## src/rtl/alu_pkg.sv

```systemverilog
// Shared definitions for the two-requester ALU arbiter: op-codes and FSM states.
package alu_pkg;

  localparam logic [3:0] OP_AND = 4'b0000;
  localparam logic [3:0] OP_OR  = 4'b0001;
  localparam logic [3:0] OP_ADD = 4'b0010;
  localparam logic [3:0] OP_SUB = 4'b0110;

  typedef enum logic [1:0] {
    IDLE = 2'd0,
    EXEC = 2'd1,
    DONE = 2'd2
  } state_t;

endpackage

```

## src/rtl/alu.sv

```systemverilog
// Combinational ALU: AND/OR/ADD/SUB modulo 2^WIDTH; unknown codes give zero plus an error flag.
module alu
  import alu_pkg::*;
#(
  parameter int WIDTH = 32
) (
  input  logic [WIDTH-1:0] a,
  input  logic [WIDTH-1:0] b,
  input  logic [3:0]       op,
  output logic [WIDTH-1:0] result,
  output logic             op_err
);

  always_comb begin
    // NOTE: every output gets a default before the case so no latch is inferred.
    result = '0;
    op_err = 1'b0;
    case (op)
      OP_AND:  result = a & b;
      OP_OR:   result = a | b;
      OP_ADD:  result = a + b;
      OP_SUB:  result = a - b;
      default: op_err = 1'b1;
    endcase
  end

endmodule

```

## src/rtl/alu_arbiter.sv

```systemverilog
// Shares one ALU between two requesters: round-robin grant, operand latch,
// fixed IDLE -> EXEC -> DONE sequence with a one-cycle ACK to the winner.
module alu_arbiter
  import alu_pkg::*;
#(
  parameter int WIDTH = 32
) (
  input  logic             CLK,
  input  logic             RESET_N,
  input  logic             REQ0,
  input  logic             REQ1,
  input  logic [WIDTH-1:0] A0,
  input  logic [WIDTH-1:0] B0,
  input  logic [WIDTH-1:0] A1,
  input  logic [WIDTH-1:0] B1,
  input  logic [3:0]       OP0,
  input  logic [3:0]       OP1,
  output logic             ACK0,
  output logic             ACK1,
  output logic [WIDTH-1:0] RESULT,
  output logic             OP_ERR,
  output logic             BUSY
);

  state_t           state_q, state_d;
  logic [WIDTH-1:0] a_q, b_q;
  logic [3:0]       op_q;
  logic             winner_q;
  logic             last_q;
  logic             grant_1;
  logic [WIDTH-1:0] alu_result;
  logic             alu_err;

  // Requester 1 wins when alone, or on a conflict when requester 0 was served last.
  assign grant_1 = REQ1 && (!REQ0 || !last_q);

  alu #(.WIDTH(WIDTH)) u_alu (
    .a      (a_q),
    .b      (b_q),
    .op     (op_q),
    .result (alu_result),
    .op_err (alu_err)
  );

  always_ff @(posedge CLK) begin
    // NOTE: sequential state uses non-blocking assignments so every register
    // samples pre-edge values regardless of statement order.
    if (!RESET_N) begin
      state_q  <= IDLE;
      a_q      <= '0;
      b_q      <= '0;
      op_q     <= '0;
      winner_q <= 1'b0;
      last_q   <= 1'b1;
      RESULT   <= '0;
      OP_ERR   <= 1'b0;
    end else begin
      state_q <= state_d;
      case (state_q)
        IDLE: begin
          if (REQ0 || REQ1) begin
            winner_q <= grant_1;
            a_q      <= grant_1 ? A1  : A0;
            b_q      <= grant_1 ? B1  : B0;
            op_q     <= grant_1 ? OP1 : OP0;
          end
        end
        EXEC: begin
          RESULT <= alu_result;
          OP_ERR <= alu_err;
        end
        DONE:    last_q <= winner_q;
        default: ;
      endcase
    end
  end

  always_comb begin
    state_d = state_q;
    ACK0    = 1'b0;
    ACK1    = 1'b0;
    BUSY    = (state_q != IDLE);
    case (state_q)
      IDLE: if (REQ0 || REQ1) state_d = EXEC;
      EXEC: state_d = DONE;
      DONE: begin
        ACK0    = !winner_q;
        ACK1    = winner_q;
        state_d = IDLE;
      end
      default: state_d = IDLE;
    endcase
  end

endmodule

```

## config.mk

```make
export PLATFORM = sky130hd
export DESIGN_NAME = alu_arbiter
export DESIGN_NICKNAME = d
export VERILOG_FILES = /design/src/rtl/alu_pkg.sv /design/src/rtl/alu.sv /design/src/rtl/alu_arbiter.sv
export SDC_FILE = /design/constraint.sdc
export NUM_CORES = 1
export LEC_CHECK = 0
export CORE_MARGIN = 3
export CORE_UTILIZATION = 55
export CTS_BUF_LIST = sky130_fd_sc_hd__clkbuf_8
export DETAILED_ROUTE_END_ITERATION = 6
export PLACE_DENSITY = 0.87
export SETUP_SLACK_MARGIN = 0.15
export SKIP_CTS_REPAIR_TIMING = 1
export SLEW_MARGIN = 10
export SYNTH_ARGS = -nofsm -noshare
export SYNTH_HDL_FRONTEND = slang
export SYNTH_SLANG_ARGS = --single-unit
```

## constraint.sdc

```tcl
create_clock -name CLK -period 8.2 [get_ports CLK]
set_clock_uncertainty 0.1 [all_clocks]
set_input_delay 2.46 -clock CLK [delete_from_list [all_inputs] [get_ports CLK]]
set_output_delay 2.46 -clock CLK [all_outputs]
set_load 0.05 [all_outputs]
```

# Word level (Yosys, flattened, before mapping)
# Cells that the tools add are included.
[classes] addsub=2 n_mux=9 n_bitwise=2 n_reduce_logical=11 eq_ne=6
[ops] op="32-bit case mux with 4 select lines" count=1
[ops] op="32-bit 2-to-1 mux" count=2
[ops] op="32-bit adder" count=1
[ops] op="32-bit bitwise AND" count=1
[ops] op="32-bit bitwise OR" count=1
[ops] op="32-bit subtractor" count=1
[ops] op="4-bit by 1-bit == test with 1-bit output (second input constant)" count=1
[ops] op="4-bit by 2-bit == test with 1-bit output (second input constant)" count=1
[ops] op="4-bit by 3-bit == test with 1-bit output (second input constant)" count=1
[ops] op="4-bit zero test" count=1
[ops] op="4-bit 2-to-1 mux" count=1
[ops] op="2-bit case mux with 2 select lines" count=1
[ops] op="4-bit OR reduction" count=1
[ops] op="1-bit zero test" count=3
[ops] op="1-bit 2-to-1 mux" count=3
[ops] op="2-bit by 1-bit == test with 1-bit output (second input constant)" count=1
[ops] op="2-bit == test (second input constant)" count=1
[ops] op="2-bit zero test" count=1
[ops] op="1-bit logical OR" count=2
[ops] op="2-bit 2-to-1 mux" count=1
[ops] op="2-bit inequality test (second input constant)" count=1
[ops] op="2-bit AND reduction" count=1
[ops] op="2-bit nonzero test" count=1
[ops] op="1-bit logical AND" count=1
[totals] register_bits=105 wordCells=38 output_inout_bits=36

# Depth between registers and ports, before layout
# Gate-level depths: netlist (run 1).
[depth] depth_word=4 mapped_depth=18

# Modules after synthesis
# A second synthesis (run 1) with hierarchy kept.
[hier_totals] cells_unflattened=1009 hier_area_um2=7612.3
[by_module_without_submodules] mod="alu_arbiter" area_per_inst_um2=4489.3 n_inst=1 cells_per_inst=552 seq_area_each_um2=2102.0
[by_module_without_submodules] mod="alu" area_per_inst_um2=3123.0 n_inst=1 cells_per_inst=457 seq_area_each_um2=0.0

# Worst setup path after synthesis (run 1)
# No wires, ideal clock.
[synth_timing] path_kind="in2reg" from="input REQ1" to="register b_q[25]" path_buffers=3 setup_ps=116 required_ps=7984 stages=7 arrival_time_ps=3928 setup_slack_ps=4056 path_cell_list="a21boi_0 > clkbuf_1 > buf_2 > buf_1 > mux2i_1 > nand2_1 > o211a_1"
[synth_between] elab_chain_cells=2
[synth_lines] element="from (decl)" line_no="alu_arbiter.sv:11" source="input logic REQ1,"
[synth_lines] element="1-bit logical AND or 1-bit logical OR (tied branches)" line_no="alu_arbiter.sv:35, alu_arbiter.sv:61"
[synth_lines] element="32-bit 2-to-1 mux or 2-bit AND reduction (tied branches)"
[synth_lines] element="to (signal assigned)" line_no="alu_arbiter.sv:64" source="b_q <= grant_1 ? B1 : B0;"
[synth_lines] element="to (decl)" line_no="alu_arbiter.sv:26" source="logic [WIDTH-1:0] a_q, b_q;"
# Several ways; a longest one is shown, not always the timed one.
# A chain may end at the register's enable or synchronous reset.

# Final worst setup path (run 1)
[layout_timing] from="input REQ1" to="register b_q[16]"
# The elaborated chain is that of the path after synthesis.

==> metrics, run 1 <==
DP HPWL=14500 um; worst-margin pin slew=0.884 ns; multiplexer share of the synthesized area=9.64%; pwr dens=183 mW/mm^2; Final Power=1.72 mW; Worst R2R Start=op_q[3]$_SDFFE_PN0P_; Final TNS setup=0 ns; Post-Synthesis Cells=871; Starting Density=57.3%; WHS=0.400 ns; syn avg cell area=8.47 um^2; R2R Path End=RESULT[22]$_SDFFE_PN0N_; crit path cell chain=clkdlybuf4s50_1 > a21boi_4 > buf_4 > buf_4 > mux2i_1 > nand2_1 > o211a_1; CP arrival=4.75 ns; Synth area leaders=dfxtp_1, mux2i_1, o211a_1; asr flop ratio synth=0%; Post-Layout Cell Count=1182; via count of the first global-routing pass=6820; largest net degree at the start of global routing=72; drt wl/cell=17.1 um; Clock Tree Root=clkbuf_8; via/cell ratio=5.99; CTS tree=done; CP Capture Type=register; synthesis-to-finish area growth=27.5%; Final Hold Fails=0; Post-synth top flop=dfxtp_1; Slew Limit Fails=0; Final WS setup=3.63 ns; Post-Synth XOR/XNOR Area=6.41%; Max-slew headroom=41.0%; Worst Hold End=RESULT[18]$_SDFFE_PN0N_; fill count=978; Compound-Gate Fraction of Synth Area=25.6%; Total GRT Usage=27.4%; die extent in x=122 um; # diodes=0; worst reg2reg setup slack=3.88 ns; Synth Warn #=0; Synthesized Nets=1046; Final min period=4.57 ns; CP top delay family=buffers and inverters; Min-Delay Path Class=register to register; initial drt markers=633; leading area contributor after synthesis=dfxtp_1; full die area=0.0148 mm^2; WL final=20200 um; Worst path max stage delay=0.64 ns; CTS H-Tree Depth=3; Pleak=4.38 nW; outcome=completed; largest family of logic cells by synthesized area=compound AO/OA/AOI/OAI gates; hold path cells=2; placed inst area=0.00920 mm^2; grt total ovfl=0; # clock sinks=105; Fmax=219 MHz; clock-pin slew on the worst setup and hold paths=0.09 ns; DP Worst Slack=3.21 ns; Simple-Gate Fraction of Synth Area=15.6%; global-route wire length before repair=33000 um; worst path bufs/invs=3; Core Box Area=0.0129 mm^2; Max FO, Critical Path=42; worst path required time=8.39 ns; final setup vio count=0; placed cells=1167; share of cells above drive strength 1=3.66%; hold wc startpoint=RESULT[18]$_SDFFE_PN0N_; top cell type's share of synthesized area=28.5%; Max VDD drop=0.131 mV; number of I/O port buffers=175; final core occ=73.0%; Die Y=122 um; clk buf depth=2; Worst-Skew Late Latency=0.40 ns; Adder-Cell Fraction of Synth Area=10.2%; Worst path slowest cell=buf_4; antenna-violating nets left=0; Site Rows=41; final instance area=0.00940 mm^2; crit path kind=input pin to register; synthesized cell area=0.00737 mm^2; startpoint types=input pin; initial antenna violation count=0; Seq/Total Area, Yosys=28.5%; Worst path most repeated cell=buf_4; #FFs+latches synth=105; number of synthesized flops with an enable pin=0; RD Place Congestion=0.925; total CTS buffers=9; NumNets Final=1181; io pins=176; DR vias=7076; Post-route DRC=0; R2R depth=15; Netlist cell types=57; crit share post-route=55.7%; drt pass-1 iters=5; RSZ-0062 raised after global routing=no; maxcap violations=0
==> how the worst max path moves through the flow <==
| stage | start | endpoint | slack [ns] | depth (start not counted) |
|---|---|---|---|---|
| 2_1_floorplan | REQ1 | b_q[25]$_SDFFE_PN0P_ | 4.06 | 7 |
| 3_3_place_gp | REQ1 | b_q[16]$_SDFFE_PN0P_ | 3.26 | 7 |
| 3_5_place_dp | REQ1 | b_q[16]$_SDFFE_PN0P_ | 3.21 | 7 |
| 4_1_cts | REQ1 | b_q[16]$_SDFFE_PN0P_ | 3.63 | 7 |
| 5_1_grt | REQ0 | op_q[2]$_SDFFE_PN0P_ | 3.51 | 7 |
| 6_report | REQ1 | b_q[16]$_SDFFE_PN0P_ | 3.63 | 7 |
==> layer usage <==
layer | vias up | global-route usage (%) | wire length, um
met4 | 0 | 7.35 | 321
met1 | 3263 | 36.6 | 8680
met2 | 311 | 44.6 | 9420
met3 | 37 | 6.50 | 1800
li1 | 3465 | - | -
met5 | - | 0 | 0
==> cells in the mapped netlist, types with 12 or more instances <==
cell        n
a21o_1     17
a21oi_1    54
a221oi_1   22
buf_1      12
clkbuf_1   45
dfxtp_1   105
ha_1       34
inv_1      17
maj3_1     31
mux2i_1    71
nand2_1   104
nand2b_1   12
nor2_1     61
nor3_1     12
nor3b_1    12
o211a_1    71
o21ai_0    41
xnor2_1    30
xor2_1     24
==> power by group <==
part / total, mW / switching [mW] / leakage [nW] / internal (mW)
clock: 0.335 / 0.179 / 0.0937 / 0.156
combinational: 0.751 / 0.419 / 3.42 / 0.332
sequential: 0.634 / 0.0671 / 0.870 / 0.566
==> area by class of cell <==
class	instances	area, um^2	area share [%]
flip-flops and latches	105	2100	22.4
clock buffers	11	151	1.61
clock inverters	4	52.6	0.559
repair buffers	184	1810	19.3
inverters	17	63.8	0.679
well taps	172	215	2.29
multi-input cells	689	5000	53.2
==> registers in the layout, indices dropped and copies added, names as in the netlist <==
register,flops
a_q,32
b_q,32
state_q,2
winner_q,1
last_q,1
op_q,4
OP_ERR,1
RESULT,32
==> cell usage in the layout (no fill, tap or decap), drive strengths merged, types with 4 or more instances in the layout <==
| cell type | count |
|---|---|
| clkbuf | 11 |
| a211oi | 5 |
| o21a | 4 |
| nand3b | 4 |
| mux2i | 71 |
| o41ai | 4 |
| and2 | 4 |
| xor2 | 24 |
| o31ai | 8 |
| a21oi | 54 |
| or3 | 4 |
| dfxtp | 105 |
| nor2 | 62 |
| inv | 17 |
| a31oi | 8 |
| nand2b | 12 |
| nand3 | 8 |
| nor2b | 6 |
| o211a | 71 |
| and3 | 4 |
| nor4 | 4 |
| clkdlybuf4s50 | 174 |
| o21ai | 43 |
| nor3b | 12 |
| xnor2 | 30 |
| a221oi | 22 |
| o211ai | 6 |
| a21o | 17 |
| nand2 | 105 |
| nor3 | 12 |
| buf | 10 |
| ha | 34 |
| maj3 | 31 |
==> worst reg2reg max path: cells and delay by family, from the launching register on <==
kind	cells	cell delay, ns
AOI/OAI and AO/OA	6	1.64
xor gates and xnor gates	1	0.12
adders and majority gates	1	0.49
DFF	1	0.36
and+or+nand+nor	7	1.51
==> logic make-up (layout without fill, tap and decap cells) <==
logic type      Yosys count  count (layout)
compound gates          255             255
xor+xnor                 54              54
fa+ha+maj                66              66
buf+inv                  77             216
flops                   105             105
mux                      71              71
simple gates            243             243
Power figures use the tool's default switching activity.
==> inputs of run 2 (changes only) <==
CORE_UTILIZATION = 52   (was 55)
PLACE_DENSITY = 0.83   (was 0.87)
clock period = 4.31 ns   (was 8.2 ns; I/O delays follow)
==> run 2 against run 1 <==
Final cell count up 1.4%; via count about the same; sequential power up 89%; clock power up 83%; cell area up 1.9%.
==> metrics, run 2 (same netlist as run 1, synthesis figures left out) <==
# diodes=0 (unchanged); crit path kind=register to register (was input pin to register); io pins=176 (unchanged); WL final=20600 um (was 20200 um); Min-Delay Path Class=register to register (unchanged); drt wl/cell=17.2 um (was 17.1 um); Post-route DRC=0 (unchanged); Fmax=253 MHz; placed cells=1177 (was 1167); Pleak=4.47 nW (was 4.38 nW); via/cell ratio=5.91 (was 5.99); final setup vio count=0 (unchanged); share of cells above drive strength 1=6.16% (was 3.66%); CP arrival=4.20 ns (was 4.75 ns); Worst path slowest cell=or3_1 (was buf_4); top sig layer=met4 (unchanged); startpoint types=register (was input pin); maxcap violations=0 (unchanged); Slew Limit Fails=0 (unchanged); largest net degree at the start of global routing=139 (was 72); crit share post-route=91.8%; Largest regs=RESULT: 32 flops, a_q: 32 flops, b_q: 32 flops (unchanged); drt pass-1 iters=5 (unchanged); crit path cell chain=or3_1 > nor2_4 > and3_4 > nand3b_1 > buf_4 > o31ai_1 > xor2_1 > ha_1 > inv_1 > nor3_1 > a211oi_2 > o31a_1 > nand2b_1 > or3_1 > a31oi_1 (was clkdlybuf4s50_1 > a21boi_4 > buf_4 > buf_4 > mux2i_1 > nand2_1 > o211a_1); met3 WL=1360 um (was 1800 um); clock-pin slew on the worst setup and hold paths=0.11 ns (was 0.09 ns); synthesis-to-finish area growth=30.0% (was 27.5%); full die area=0.0156 mm^2 (was 0.0148 mm^2); worst path required time=4.55 ns (was 8.39 ns); Die Y=125 um (was 122 um); Post-Layout Cell Count=1198 (was 1182); DP HPWL=15300 um (was 14500 um); CTS H-Tree Depth=3 (unchanged); worst path bufs/invs=2 (was 3); WL met2=9700 um (was 9420 um); RD Place Congestion=0.951 (was 0.925); CP Capture Type=register (unchanged); initial antenna violation count=0 (unchanged); total CTS buffers=9 (unchanged); Critical Path Source=b_q[2]$_SDFFE_PN0P_ (was REQ1); die extent in x=125 um (was 122 um); CP top delay family=simple AND/OR/NAND/NOR gates (was buffers and inverters); Max VDD drop=0.289 mV (was 0.131 mV); CTS tree=done (unchanged); WHS=0.404 ns (was 0.400 ns); initial drt markers=546 (was 633); Final TNS setup=0 ns (unchanged); Max-slew headroom=29.3% (was 41.0%); DR vias=7082 (was 7076); Clock Tree Root=clkbuf_8 (unchanged); highest-count cells in the layout ignoring fill and taps=clkdlybuf4s50_1, dfxtp_1, nand2_1 (unchanged); Final Hold Fails=0 (unchanged); Worst path max stage delay=0.44 ns (was 0.64 ns); Worst-Skew Late Latency=0.40 ns (about the same); Max FO, Critical Path=6 (was 42); Site Rows=42 (was 41); final core occ=70.7% (was 73.0%); Final min period=3.96 ns; clk buf depth=2 (unchanged); most common cell after layout, fill and taps aside=clkdlybuf4s50_1 (unchanged); WL met1=9220 um (was 8680 um); hold wc startpoint=RESULT[13]$_SDFFE_PN0N_ (was RESULT[18]$_SDFFE_PN0N_); global-route wire length before repair=33800 um (was 33000 um); Core Box Area=0.0136 mm^2 (was 0.0129 mm^2); pwr dens=343 mW/mm^2 (was 183 mW/mm^2); grt total ovfl=0 (unchanged); outcome=completed (unchanged); RSZ-0062 raised after global routing=no (unchanged); antenna-violating nets left=0 (unchanged); worst-margin pin slew=1.05 ns (was 0.884 ns); Worst R2R Start=b_q[2]$_SDFFE_PN0P_ (was op_q[3]$_SDFFE_PN0P_); via count of the first global-routing pass=6853 (was 6820); Starting Density=54.4% (was 57.3%); Total GRT Usage=25.7% (was 27.4%); number of I/O port buffers=175 (unchanged); # clock sinks=105 (unchanged); NumNets Final=1192 (was 1181); Worst path most repeated cell=or3_1 (was buf_4); Final Power=3.29 mW (was 1.72 mW)
[run 2: changes by cell type in the layout (fill, tap and decap cells not counted), moves of 3 or more]
cell and change:
a211oi_1 -3, buf_4 +10, a211oi_2 +3, clkinvlp_4 -3
clkinv_4 +3
[run 2: path summary, 6_finish.rpt]
| check | to | slack, ns | cells past startpoint |
|---|---|---|---|
| setup / recovery | RESULT[26]$_SDFFE_PN0N_ | 0.35 | 15 |
| hold reg to reg | RESULT[13]$_SDFFE_PN0N_ | 0.40 | 2 |
| hold / removal | RESULT[13]$_SDFFE_PN0N_ | 0.40 | 2 |
| setup reg to reg | RESULT[26]$_SDFFE_PN0N_ | 0.35 | 15 |
[run 2: power by group]
part	total [mW]	internal, mW	switching (mW)
combinational	1.47	0.650	0.824
sequential	1.20	1.08	0.126
clock	0.613	0.239	0.374
[run 2: area by class of cell]
cell class	count	area (um^2)
well taps	176	220
clock buffers	10	138
inverters	17	63.8
flip-flops and latches	105	2100
repair buffers	195	1910
multi-input cells	689	5090
clock inverters	6	57.6
fillers	1110	3970
[run 2: worst reg2reg max path, delay by kind of cell (launching register included)]
kind                     cells  cell delay, ns
AND/OR/NAND/NOR              7            1.60
adder cells (fa/ha/maj)      1            0.31
buffers and inverters        2            0.34
XOR/XNOR                     1            0.19
AO/OA/AOI/OAI                4            0.99
flip-flops                   1            0.38
[run 2: stage by stage]
stage / setup WS (ns) / cell area (um^2)
2_1_floorplan: 0.652 / 7370
3_3_place_gp: 0.258 / 9260
3_5_place_dp: 0.208 / 9260
4_1_cts: 0.178 / 9460
5_1_grt: 0.122 / 9590
6_report: 0.352 / 9590
[run 2: metal layers]
| layer | vias up | global-route usage (%) |
|---|---|---|
| li1 | 3489 | - |
| met1 | 3311 | 33.2 |
| met2 | 245 | 43.0 |
| met3 | 37 | 5.93 |
| met4 | 0 | 7.59 |
| met5 | - | 0 |
